## config.mk

```make
export PLATFORM = sky130hd
export DESIGN_NAME = toggle_event_rx
export DESIGN_NICKNAME = d
export VERILOG_FILES = /design/src/rtl/toggle_evt_pkg.sv /design/src/rtl/sync_ff_chain.sv /design/src/rtl/toggle_event_rx.sv
export SDC_FILE = /design/constraint.sdc
export NUM_CORES = 1
export LEC_CHECK = 0
export BUFFER_PORTS_ARGS = -buffer_cell sky130_fd_sc_hd__buf_2
export CORE_UTILIZATION = 59
export DETAILED_ROUTE_END_ITERATION = 6
export PLACE_DENSITY_LB_ADDON = 0.15
export SLEW_MARGIN = 20
export SYNTH_ARGS = -nofsm -noshare
export SYNTH_HDL_FRONTEND = slang
export SYNTH_HIERARCHICAL = 1
export SYNTH_SLANG_ARGS = --single-unit
```

## constraint.sdc

```tcl
create_clock -name clk -period 3.3 [get_ports clk]
set_clock_uncertainty 0.1 [all_clocks]
set_input_delay 0.495 -clock clk [delete_from_list [all_inputs] [get_ports clk]]
set_output_delay 0.495 -clock clk [all_outputs]
set_load 0.05 [all_outputs]
```

## src/rtl/toggle_evt_pkg.sv

```systemverilog
// Shared types and default constants for the toggle-encoded event receiver.
package toggle_evt_pkg;

  typedef enum logic {
    INIT = 1'b0,
    RUN  = 1'b1
  } evt_state_e;

  localparam int SYNC_STAGES_DEF = 2;
  localparam int CNT_W_DEF       = 8;

endpackage

```

## src/rtl/sync_ff_chain.sv

```systemverilog
// Multi-flop level synchronizer for a single asynchronous input bit.
module sync_ff_chain #(
  parameter int STAGES = 2
) (
  input  logic clk,
  input  logic rstn,
  input  logic d_i,
  output logic q_o
);

  logic [STAGES-1:0] ff_q;

  // Shift the raw level through the chain; the oldest sample is the output.
  always_ff @(posedge clk or negedge rstn) begin
    if (!rstn) begin
      ff_q <= {STAGES{1'b0}};
    end else begin
      ff_q <= {ff_q[STAGES-2:0], d_i};
    end
  end

  assign q_o = ff_q[STAGES-1];

endmodule

```

## src/rtl/toggle_event_rx.sv

```systemverilog
// Receives a toggle-encoded event level, emits one pulse per level change and
// keeps a drainable pending count plus a wrapping total count.
module toggle_event_rx
  import toggle_evt_pkg::*;
#(
  parameter int SYNC_STAGES = SYNC_STAGES_DEF,
  parameter int CNT_W       = CNT_W_DEF
) (
  input  logic             clk,
  input  logic             rstn,
  input  logic             tog_in,
  input  logic             clr,
  input  logic             out_ready,
  output logic             evt_pulse,
  output logic             out_valid,
  output logic [CNT_W-1:0] pend_cnt,
  output logic [CNT_W-1:0] total_cnt,
  output logic             ovf
);

  localparam logic [CNT_W-1:0] CNT_MAX    = {CNT_W{1'b1}};
  localparam logic [CNT_W-1:0] CNT_ZERO   = {CNT_W{1'b0}};
  localparam logic [CNT_W-1:0] CNT_ONE    = CNT_W'(1);
  localparam logic [2:0]       SETTLE_RST = 3'(SYNC_STAGES);

  logic             s_lvl;
  evt_state_e       state_q, state_d;
  logic             ref_q, ref_d;
  logic [2:0]       settle_q, settle_d;
  logic             evt_pulse_q, evt_pulse_d;
  logic             valid_q, valid_d;
  logic [CNT_W-1:0] pend_q, pend_d;
  logic [CNT_W-1:0] total_q, total_d;
  logic             ovf_q, ovf_d;
  logic             evt_s;
  logic             drain_s;

  sync_ff_chain #(
    .STAGES(SYNC_STAGES)
  ) u_sync (
    .clk (clk),
    .rstn(rstn),
    .d_i (tog_in),
    .q_o (s_lvl)
  );

  // After reset the chain still holds zeros, so INIT keeps re-capturing the
  // level until the first real sample has reached s_lvl.
  always_comb begin
    state_d     = state_q;
    ref_d       = ref_q;
    settle_d    = settle_q;
    evt_s       = 1'b0;
    pend_d      = pend_q;
    total_d     = total_q;
    ovf_d       = ovf_q;
    evt_pulse_d = 1'b0;
    drain_s     = valid_q && out_ready;

    case (state_q)
      INIT: begin
        ref_d = s_lvl;
        if (settle_q == 3'd0) begin
          state_d = RUN;
        end else begin
          settle_d = settle_q - 3'd1;
        end
      end
      RUN: begin
        if (s_lvl != ref_q) begin
          evt_s = 1'b1;
          ref_d = s_lvl;
        end else begin
          evt_s = 1'b0;
        end
      end
      default: begin
        state_d = INIT;
      end
    endcase

    if (evt_s) begin
      total_d     = total_q + CNT_ONE;
      evt_pulse_d = 1'b1;
    end else begin
      total_d = total_q;
    end

    // A simultaneous event and drain cancel; a lost event sets the sticky flag.
    if (evt_s && !drain_s) begin
      if (pend_q == CNT_MAX) begin
        ovf_d = 1'b1;
      end else begin
        pend_d = pend_q + CNT_ONE;
      end
    end else if (drain_s && !evt_s) begin
      pend_d = pend_q - CNT_ONE;
    end else begin
      pend_d = pend_q;
    end

    if (clr) begin
      state_d     = INIT;
      settle_d    = 3'd0;
      pend_d      = CNT_ZERO;
      total_d     = CNT_ZERO;
      ovf_d       = 1'b0;
      evt_pulse_d = 1'b0;
    end else begin
      state_d = state_d;
    end

    valid_d = (pend_d != CNT_ZERO);
  end

  // State and output registers.
  always_ff @(posedge clk or negedge rstn) begin
    if (!rstn) begin
      state_q     <= INIT;
      ref_q       <= 1'b0;
      settle_q    <= SETTLE_RST;
      evt_pulse_q <= 1'b0;
      valid_q     <= 1'b0;
      pend_q      <= CNT_ZERO;
      total_q     <= CNT_ZERO;
      ovf_q       <= 1'b0;
    end else begin
      state_q     <= state_d;
      ref_q       <= ref_d;
      settle_q    <= settle_d;
      evt_pulse_q <= evt_pulse_d;
      valid_q     <= valid_d;
      pend_q      <= pend_d;
      total_q     <= total_d;
      ovf_q       <= ovf_d;
    end
  end

  assign evt_pulse = evt_pulse_q;
  assign out_valid = valid_q;
  assign pend_cnt  = pend_q;
  assign total_cnt = total_q;
  assign ovf       = ovf_q;

endmodule

```

==> flow_metrics.tcl, run 1 <==
set metrics [dict create \
    grt_overflow 0 \
    area_delta_synth_final_pct 12.46 \
    rows 17 \
    switching_share 0.4532 \
    met3WireLength_um 191 \
    synthAdderAreaFrac 0.04386 \
    cts_made_buffers 3 \
    clock.fmax_mhz 403.2 \
    switching_power_uw 585.9 \
    post_cts_resize_count 0 \
    die_area_um2 2618 \
    dpl_worst_slack_ns 0.8945 \
    synth_compound_area_frac 0.1246 \
    worst-path-max-fanout 7 \
    crit_path_end_kind "flip-flop" \
    synth-main-ff-cell "dfrtp_1" \
    track_usage 0.2626 \
    detail_route.first_pass.iterations 4 \
    start_util 0.6326 \
    numClockSinks 26 \
    vias 1193 \
    rsz0062_at_grt "false" \
    wl_per_cell_um 14.92 \
    setup_viol 0 \
    cts_tree "built" \
    wl_met1_um 1271 \
    dp_hpwl_um 2119 \
    synth.area.mux_share 0.01579 \
    drt-total-wl_um 2940 \
    slew_violations 0 \
    fillerInstances 173 \
    status "completed" \
    synth-warning-count 6 \
    intPower_uw 706.7 \
    relSlewSlack 0.6353 \
    layout_worst_path_cycle_share 0.7516 \
    fin_setup_tns_ns 0 \
    place_area_um2 1551 \
    initialDrtViolationCount 45 \
    syn_area_um2 1426 \
    grt_pass1_wl_um 4995 \
    synth_xor_area_frac 0.09123 \
    place.gp.congestion 0.9769 \
    cts.clk_slew.worst_paths_ns 0.14 \
    antenna_found_initial 0 \
    die_h_um 51.17 \
    met2_length_um 1401 \
    synth_top_family_by_area "simple AND/OR/NAND/NOR gates" \
    pwr-share-comb 0.457 \
    p_total_uw 1293 \
    grt_max_degree 27 \
    power.leakage_uw 0.0007516 \
    syn_nets 158 \
    synthArstFlopShare 1.000 \
    power_frac_clock 0.169 \
    worst_pin_slew_ns 0.5470 \
    design_area_um2 1604 \
    postCtsHoldBufs 0 \
    ant_nets 0 \
    cts_setup_buffers 0 \
    core_region_area_um2 2255 \
    die_width_um 51.17 \
    clk_latency_ns 0.33 \
    worst_slack_ns 0.8197 \
    cp-start-kind "flip-flop" \
    portBuffers 23 \
    vdd_drop_max_uv 613.4 \
    htree_levels 1 \
    hold_class "in2async" \
    io_pins 24 \
    ys_ff_latch 26 \
    grt_pass1_vias 1068 \
    clockBufferDepth 2 \
    vias_per_cell 6.056 \
    p_per_area_nw_per_um2 805.8 \
    hold_violations 0 \
    setup.worst_path.class "reg2reg" \
    cap_violations 0 \
    n_antenna_cell 0 \
    critPathArrivalTime_ns 2.59 \
    drive_above_1_share 0.2249 \
    postSynthAreaPerCell_um2 9.638 \
    power_frac_seq 0.374 \
    fin_nets 180 \
    drc_errors 0 \
    synth_edf_count 0 \
    period_needed_ns 2.480 \
    cts-root-buf "clkbuf_4" \
    yosysUniqueCellTypes 41 \
    yosysSeqAreaShare 0.4570 \
    synthesis.instances 148 \
    critPathRequiredTime_ns 3.41 \
    synth_simple_gate_area_share 0.2289 \
    top_layer "met4" \
]
[cell usage in the layout, fill, tap and decap left out, types with 2 or more instances in the layout]
cell and n:
o21ai_0 2, nand4_1 4, inv_1 8, xor2_1 8, a21oi_1 7, dfrtp_1 25, mux2_2 2, nand3_1 10
nor4_1 2, buf_2 23, a32oi_1 2, xnor2_1 5, clkbuf_4 3, nor3_1 5, and3_1 2, ha_1 5
nor2_1 20, or4_1 2, nand2_1 11
[kinds of logic (layout without fill, tap and decap cells)]
group                      count (synthesis)  in the layout
and+or+nand+nor                           65             65
muxes                                      2              2
adders and majority gates                  5              5
xor gates and xnor gates                  14             14
buffers and inverters                     14             35
DFF                                       26             26
AOI/OAI and AO/OA                         22             22
[cell type report]
| type | instances | area (um2) | share of cell area |
|---|---|---|---|
| clock inverters | 1 | 30.03 | 0.01872 |
| well taps | 28 | 35.03 | 0.02184 |
| repair buffers | 23 | 115.1 | 0.07176 |
| inverters | 8 | 30.03 | 0.01872 |
| flip-flops and latches | 26 | 651.9 | 0.4064 |
| clock buffers | 3 | 22.52 | 0.01404 |
| multi-input cells | 108 | 719.4 | 0.4485 |
[worst paths after layout]
| check | from | to | slack, ns | depth (start not counted) |
|---|---|---|---|---|
| worst min register to register | u_sync/ff_q[0]$_DFF_PN0_ | u_sync/ff_q[1]$_DFF_PN0_ | 0.27 | 0 |
| min in group clk | tog_in | u_sync/ff_q[0]$_DFF_PN0_ | 0.16 | 1 |
| worst min-delay path | rstn | pend_cnt[5]$_DFF_PN0_ | 0.02 | 1 |
| worst max register to register | pend_cnt[1]$_DFF_PN0_ | out_valid$_DFF_PN0_ | 0.82 | 7 |
| max in group asynchronous | rstn | settle_q[1]$_DFFE_PN1P_ | 2.70 | 1 |
| worst max-delay path | pend_cnt[1]$_DFF_PN0_ | out_valid$_DFF_PN0_ | 0.82 | 7 |
[power groups by stage]
stage	sequential, uW	combinational (uW)	clock, uW
2_1_floorplan	615	325	0
3_3_place_gp	480	574	0
3_5_place_dp	487	588	0
4_1_cts	480	591	221
5_1_grt	494	641	233
6_report	483	590	219
[metal layers]
| layer | vias up | global-route usage |
|---|---|---|
| li1 | 566 | - |
| met1 | 575 | 0.3612 |
| met2 | 42 | 0.3904 |
| met3 | 10 | 0.06250 |
| met4 | 0 | 0.1204 |
| met5 | - | 0 |
[synth_stat cells, types with 2 or more instances]
library cell / instances / area (um2)
buf_2: 2 / 10.01
xnor2_1: 5 / 43.79
nand2_1: 11 / 41.29
inv_1: 8 / 30.03
o21ai_0: 2 / 10.01
and3_1: 2 / 12.51
a21oi_1: 7 / 35.03
nand4_1: 4 / 25.02
or4_1: 2 / 15.01
nand3_1: 10 / 50.05
a32oi_1: 2 / 17.52
nor4_1: 2 / 12.51
xor2_1: 8 / 70.07
clkbuf_1: 4 / 15.01
nor2_1: 20 / 75.07
ha_1: 5 / 62.56
nor3_1: 5 / 25.02
mux2_2: 2 / 22.52
dfrtp_1: 25 / 625.6
[through the flow]
| stage | hold WS [ns] | util | instances |
|---|---|---|---|
| 2_1_floorplan | 0.09941 | - | 148 |
| 4_1_cts | 0.05469 | 0.7114 | 197 |
| 5_1_grt | 0.06877 | 0.7114 | 197 |
| 6_report | 0.02152 | 0.7114 | 197 |
| 3_5_place_dp | 0.2412 | 0.6881 | 193 |
| 3_3_place_gp | 0.2450 | 0.6881 | 193 |
[sequential cells by signal, indices dropped and copies added, names as in the netlist]
signal and flops:
total_cnt 8, ovf 1, evt_pulse 1, ref_q 1, state_q 1, out_valid 1, u_sync/ff_q 2, settle_q 3
pend_cnt 8
[critical path, stage by stage, from the launching register on]
cell,delay (ns)
dfrtp_1,0.47
ha_1,0.25
nand3_1,0.16
or2_4,0.31
a32oi_1,0.23
xor2_1,0.23
a41oi_1,0.13
or4_1,0.48
No activity file was read; power rests on OpenSTA's default activity.
==> inputs of run 2 (changes only) <==
Settings changed: ABC_AREA set to 1, CORE_ASPECT_RATIO set to 0.5, CORE_UTILIZATION 59 to 56.
Clock period 3.3 ns to 2.3 ns, I/O delays scaled along.
==> flow_metrics.tcl, run 2 <==
set metrics [dict create \
    status "completed" \
    min_delay_path_depth 1 \
    yosysUniqueCellTypes 27 \
    core_region_area_um2 2635 \
    synthArstFlopShare 1.000 \
    critPathRequiredTime_ns 2.38 \
    portBuffers 23 \
    netlist.area_leader.share 0.3937 \
    vias 1445 \
    ys_ff_latch 26 \
    fin_setup_tns_ns 0 \
    final_common_cell "nand2_1" \
    r2r-end "out_valid$_DFF_PN0_" \
    synth_area_leaders "dfrtp_1 39%, nand2_1 13%, inv_1 8.0%, nand3_1 7.2%, nor2_1 5.7%" \
    dp_hpwl_um 2694 \
    post_cts_resize_count 0 \
    layout_worst_path_cycle_share 0.8220 \
    critPathArrivalTime_ns 1.97 \
    p_per_area_nw_per_um2 1069 \
    start_util 0.6030 \
    track_usage 0.2640 \
    cts.clk_slew.worst_paths_ns 0.09 \
    grt_max_degree 27 \
    synthesis.instances 217 \
    yosysSeqAreaShare 0.4102 \
    power.leakage_uw 0.001025 \
    p_total_uw 1902 \
    synth_most_common_cell "nand2_1" \
    htree_levels 1 \
    rsz0062_at_grt "false" \
    fin_nets 250 \
    postSynthAreaPerCell_um2 7.323 \
    ant_nets 0 \
    cap_violations 0 \
    initialDrtViolationCount 132 \
    wl_per_cell_um 12.82 \
    io_pins 24 \
    die_width_um 77.34 \
    detail_route.first_pass.iterations 4 \
    slew_violations 0 \
    n_antenna_cell 0 \
    reg2reg_depth 11 \
    grt_pass1_vias 1286 \
    cp_common_cell "nand2_1" \
    rows 13 \
    vdd_drop_max_uv 581.8 \
    synth-warning-count 6 \
    r2r-start "pend_cnt[1]$_DFF_PN0_" \
    cpMaxStageDelayCell "dfrtp_1" \
    area_delta_synth_final_pct 11.97 \
    drive_above_1_share 0.1674 \
    relSlewSlack 0.6119 \
    whs_ns 0.07621 \
    critical_path_buf_inv_count 2 \
    cts_made_buffers 3 \
    hold_path_end "u_sync/ff_q[0]$_DFF_PN0_" \
    cp-start-kind "flip-flop" \
    period_needed_ns 1.891 \
    crit_chain "ha_1, nand3_2, inv_1, nand2_2, inv_2, nor2_1, a21oi_1, nand2_1, nand2_1, nor2_1, nand2_1" \
    drc_errors 0 \
    clockBufferDepth 2 \
    clk_latency_ns 0.28 \
    drt-total-wl_um 3537 \
    synth_top_cell_by_area "dfrtp_1" \
    postCtsHoldBufs 1 \
    numClockSinks 26 \
    hp-start "tog_in" \
    grt_overflow 0 \
    setup.worst_path.class "reg2reg" \
    grt_pass1_wl_um 5878 \
    hold_violations 0 \
    syn_area_um2 1589 \
    antenna_found_initial 0 \
    hold_class "in2reg" \
    worst_pin_slew_ns 0.5821 \
    cts_setup_buffers 0 \
    cts_tree "built" \
    synth-main-ff-cell "dfrtp_1" \
    vias_per_cell 5.236 \
    synth_edf_count 0 \
    synthTopCellsByCount "54 x nand2_1, 34 x inv_1, 25 x dfrtp_1" \
    cpLargestDelayFamily "simple AND/OR/NAND/NOR gates" \
    die_h_um 39.67 \
    crit_path_end_kind "flip-flop" \
    r2r_setup_slack_ns 0.41 \
    syn_nets 227 \
    most-common-layout-cells "54 x nand2_1, 34 x inv_1, 25 x dfrtp_1, 24 x nor2_1" \
    clock.fmax_mhz 528.9 \
    worst-path-max-fanout 6 \
    die_area_um2 3067 \
    final_util 0.6752 \
    cts-root-buf "clkbuf_8" \
    setup_viol 0 \
    place.gp.congestion 0.8911 \
    cpPeakStageDelay_ns 0.45 \
]
-- run 2: worst max path at each step --
stage / slack, ns / startpoint / end / cells past startpoint
after floorplan: 0.36 / pend_cnt[0]$_DFF_PN0_ / out_valid$_DFF_PN0_ / 9
after global placement: 0.54 / pend_cnt[1]$_DFF_PN0_ / out_valid$_DFF_PN0_ / 11
after detailed placement: 0.45 / pend_cnt[1]$_DFF_PN0_ / out_valid$_DFF_PN0_ / 11
after CTS: 0.44 / pend_cnt[1]$_DFF_PN0_ / out_valid$_DFF_PN0_ / 11
after global routing: 0.22 / pend_cnt[1]$_DFF_PN0_ / out_valid$_DFF_PN0_ / 11
final: 0.41 / pend_cnt[1]$_DFF_PN0_ / out_valid$_DFF_PN0_ / 11
-- run 2: area by class of cell --
type	count	area (um2)
fillers	248	855.8
repair buffers	24	125.1
flip-flops and latches	26	651.9
well taps	37	46.29
clock buffers	4	55.05
inverters	36	140.1
multi-input cells	149	760.7
-- run 2: per-layer routing --
layer | track usage | wire length [um] | vias up
met5 | 0 | 0 | -
met3 | 0.06512 | 239 | 5
met4 | 0.07547 | 40 | 0
met1 | 0.3286 | 1583 | 660
met2 | 0.4712 | 1674 | 58
li1 | - | - | 722
-- run 2: logic make-up (layout without fill, tap and decap cells) --
family	Yosys count	count (layout)	synth area share
and+or+nand+nor	119	119	0.3409
AOI/OAI and AO/OA	18	18	0.05984
DFF	26	26	0.4102
xor gates and xnor gates	7	7	0.03858
buffers and inverters	42	64	0.1110
adders and majority gates	5	5	0.03937
-- run 2: where the power goes --
part           internal, uW  leakage, uW  switching [uW]
Sequential              553     0.000338             126
Clock                   153    0.0000288             147
Combinational           263     0.000658             658
Total                   970      0.00102             932
-- run 2: stage by stage --
stage	std cells	worst slack [ns]	instance area, um2
finish	276	0.4094	1779
global route	276	0.2239	1779
CTS	276	0.4405	1779
detailed placement	271	0.4495	1714
global placement	271	0.5425	1714
floorplan	217	0.3574	1589
==> inputs of run 3 (changes only) <==
Settings changed: CORE_UTILIZATION 56 to 51.
Clock period 2.3 ns to 1.7 ns, I/O delays scaled along.
==> flow_metrics.tcl, run 3 (same netlist as run 2, synthesis figures left out) <==
set metrics [dict create \
    dpl_worst_slack_ns 0.006222 \
    n_antenna_cell 0 \
    r2r-start "pend_cnt[0]$_DFF_PN0_" \
    design_area_um2 1949 \
    cts_tree "built" \
    detail_route.first_pass.iterations 4 \
    die_area_um2 3357 \
    wl_per_cell_um 12.69 \
    grt_max_degree 27 \
    critPathRequiredTime_ns 1.78 \
    p_per_area_nw_per_um2 1438 \
    ant_nets 0 \
    vias 1505 \
    cp-start-kind "flip-flop" \
    place_area_um2 1749 \
    grt_pass1_vias 1311 \
    r2r_setup_slack_ns 0.06 \
    clockBufferDepth 2 \
    power.leakage_uw 0.001092 \
    initialDrtViolationCount 76 \
    io_pins 24 \
    critPathArrivalTime_ns 1.72 \
    cap_violations 0 \
    min_delay_path_depth 2 \
    crit_path_end_kind "flip-flop" \
    drive_above_1_share 0.2760 \
    dp_hpwl_um 2566 \
    htree_levels 1 \
    cts_made_buffers 3 \
    clock.fmax_mhz 608.2 \
    slew_violations 0 \
    portBuffers 23 \
    numClockSinks 26 \
    worst_slack_ns 0.05586 \
    startpoint "pend_cnt[0]$_DFF_PN0_" \
    rows 13 \
    cts.clk_slew.worst_paths_ns 0.09 \
    layout_worst_path_cycle_share 0.9671 \
    worst-path-max-fanout 5 \
    fin_nets 261 \
    relSlewSlack 0.6288 \
    hold_violations 0 \
    grt_pass1_wl_um 5968 \
    area_delta_synth_final_pct 22.68 \
    cts-root-buf "clkbuf_8" \
    worst_pin_slew_ns 0.5567 \
    vdd_drop_max_uv 1070 \
    r2r-end "out_valid$_DFF_PN0_" \
    die_h_um 41.47 \
    drc_errors 0 \
    hold_class "in2reg" \
    fillerInstances 242 \
    final_common_cell "nand2_1" \
    rsz0062_at_grt "true" \
    vias_per_cell 5.244 \
    critPathCapture "out_valid$_DFF_PN0_" \
    start_util 0.5747 \
    antenna_found_initial 0 \
    setup_viol 0 \
    place.gp.congestion 0.8993 \
    clk_latency_ns 0.28 \
    status "completed" \
    drt-total-wl_um 3643 \
    period_needed_ns 1.644 \
    setup.worst_path.class "reg2reg" \
    track_usage 0.2368 \
    grt_overflow 0 \
    core_region_area_um2 2765 \
    most-common-layout-cells "52 x nand2_1, 31 x inv_1, 23 x buf_2, 21 x nand3_1, 20 x nor2_1" \
    reg2reg_depth 9 \
    die_width_um 80.94 \
]
-- run 3: cell count changes in the layout (fill, tap and decap cells not counted), sizes merged --
cell         previous run  this run
buf                    23        33
dlygate4sd3             1         2
-- run 3: stage by stage --
step | cells | hold slack (ns) | power [uW] | TNS (ns) | util
6_report | 287 | 0.1712 | 2802 | 0 | 0.7050
3_5_place_dp | 274 | 0.1796 | 2200 | 0 | 0.6326
4_1_cts | 283 | 0.1761 | 2648 | 0 | 0.6688
3_3_place_gp | 274 | 0.1738 | 2173 | 0 | 0.6326
5_1_grt | 287 | 0.1779 | 3010 | -0.04329 | 0.7050
2_1_floorplan | 217 | -0.1406 | 1915 | 0 | -
-- run 3: critical path, stage by stage, from the launching register on --
cell	delay [ns]
dfrtp_2	0.41
inv_2	0.08
ha_4	0.18
xor2_1	0.13
o21ai_0	0.19
nand2_1	0.09
nand3_1	0.12
nand2_1	0.07
nor2_1	0.10
nand2_1	0.06
-- run 3: how the worst min path moves through the flow --
stage                                           to  startpoint
after detailed placement   settle_q[0]$_DFFE_PN0P_        rstn
final                              ovf$_DFFE_PN0P_         clr
after CTS                 total_cnt[5]$_DFFE_PN0P_         clr
after floorplan                evt_pulse$_DFF_PN0_        rstn
after global placement     settle_q[0]$_DFFE_PN0P_        rstn
after global routing               ovf$_DFFE_PN0P_         clr
-- run 3: layer usage --
layer | vias up | global-route usage | routed length (um)
li1 | 741 | - | -
met1 | 716 | 0.3348 | 1694
met2 | 42 | 0.3580 | 1655
met3 | 6 | 0.05495 | 229
met4 | 0 | 0.07857 | 63
met5 | - | 0 | 0
-- run 3: timing repair --
action	4_1_cts	5_1_grt
setup endpoints to repair	1	1
resized for setup	1	14
hold buffers	2	0
pin swaps	0	6
hold endpoints to repair	26	0
setup buffers	3	4
-- run 3: layout make-up --
cell class | instances | area [um2] | area share
well taps | 37 | 46.29 | 0.02375
flip-flops and latches | 26 | 659.4 | 0.3383
clock buffers | 4 | 55.05 | 0.02824
inverters | 36 | 140.1 | 0.07189
repair buffers | 35 | 222.7 | 0.1142
multi-input cells | 149 | 825.8 | 0.4236
-- run 3: where the power goes --
part / switching [uW] / internal, uW / total (uW)
logic: 980 / 505 / 1490
registers: 154 / 759 / 913
clock network: 197 / 207 / 404
total: 1330 / 1470 / 2800
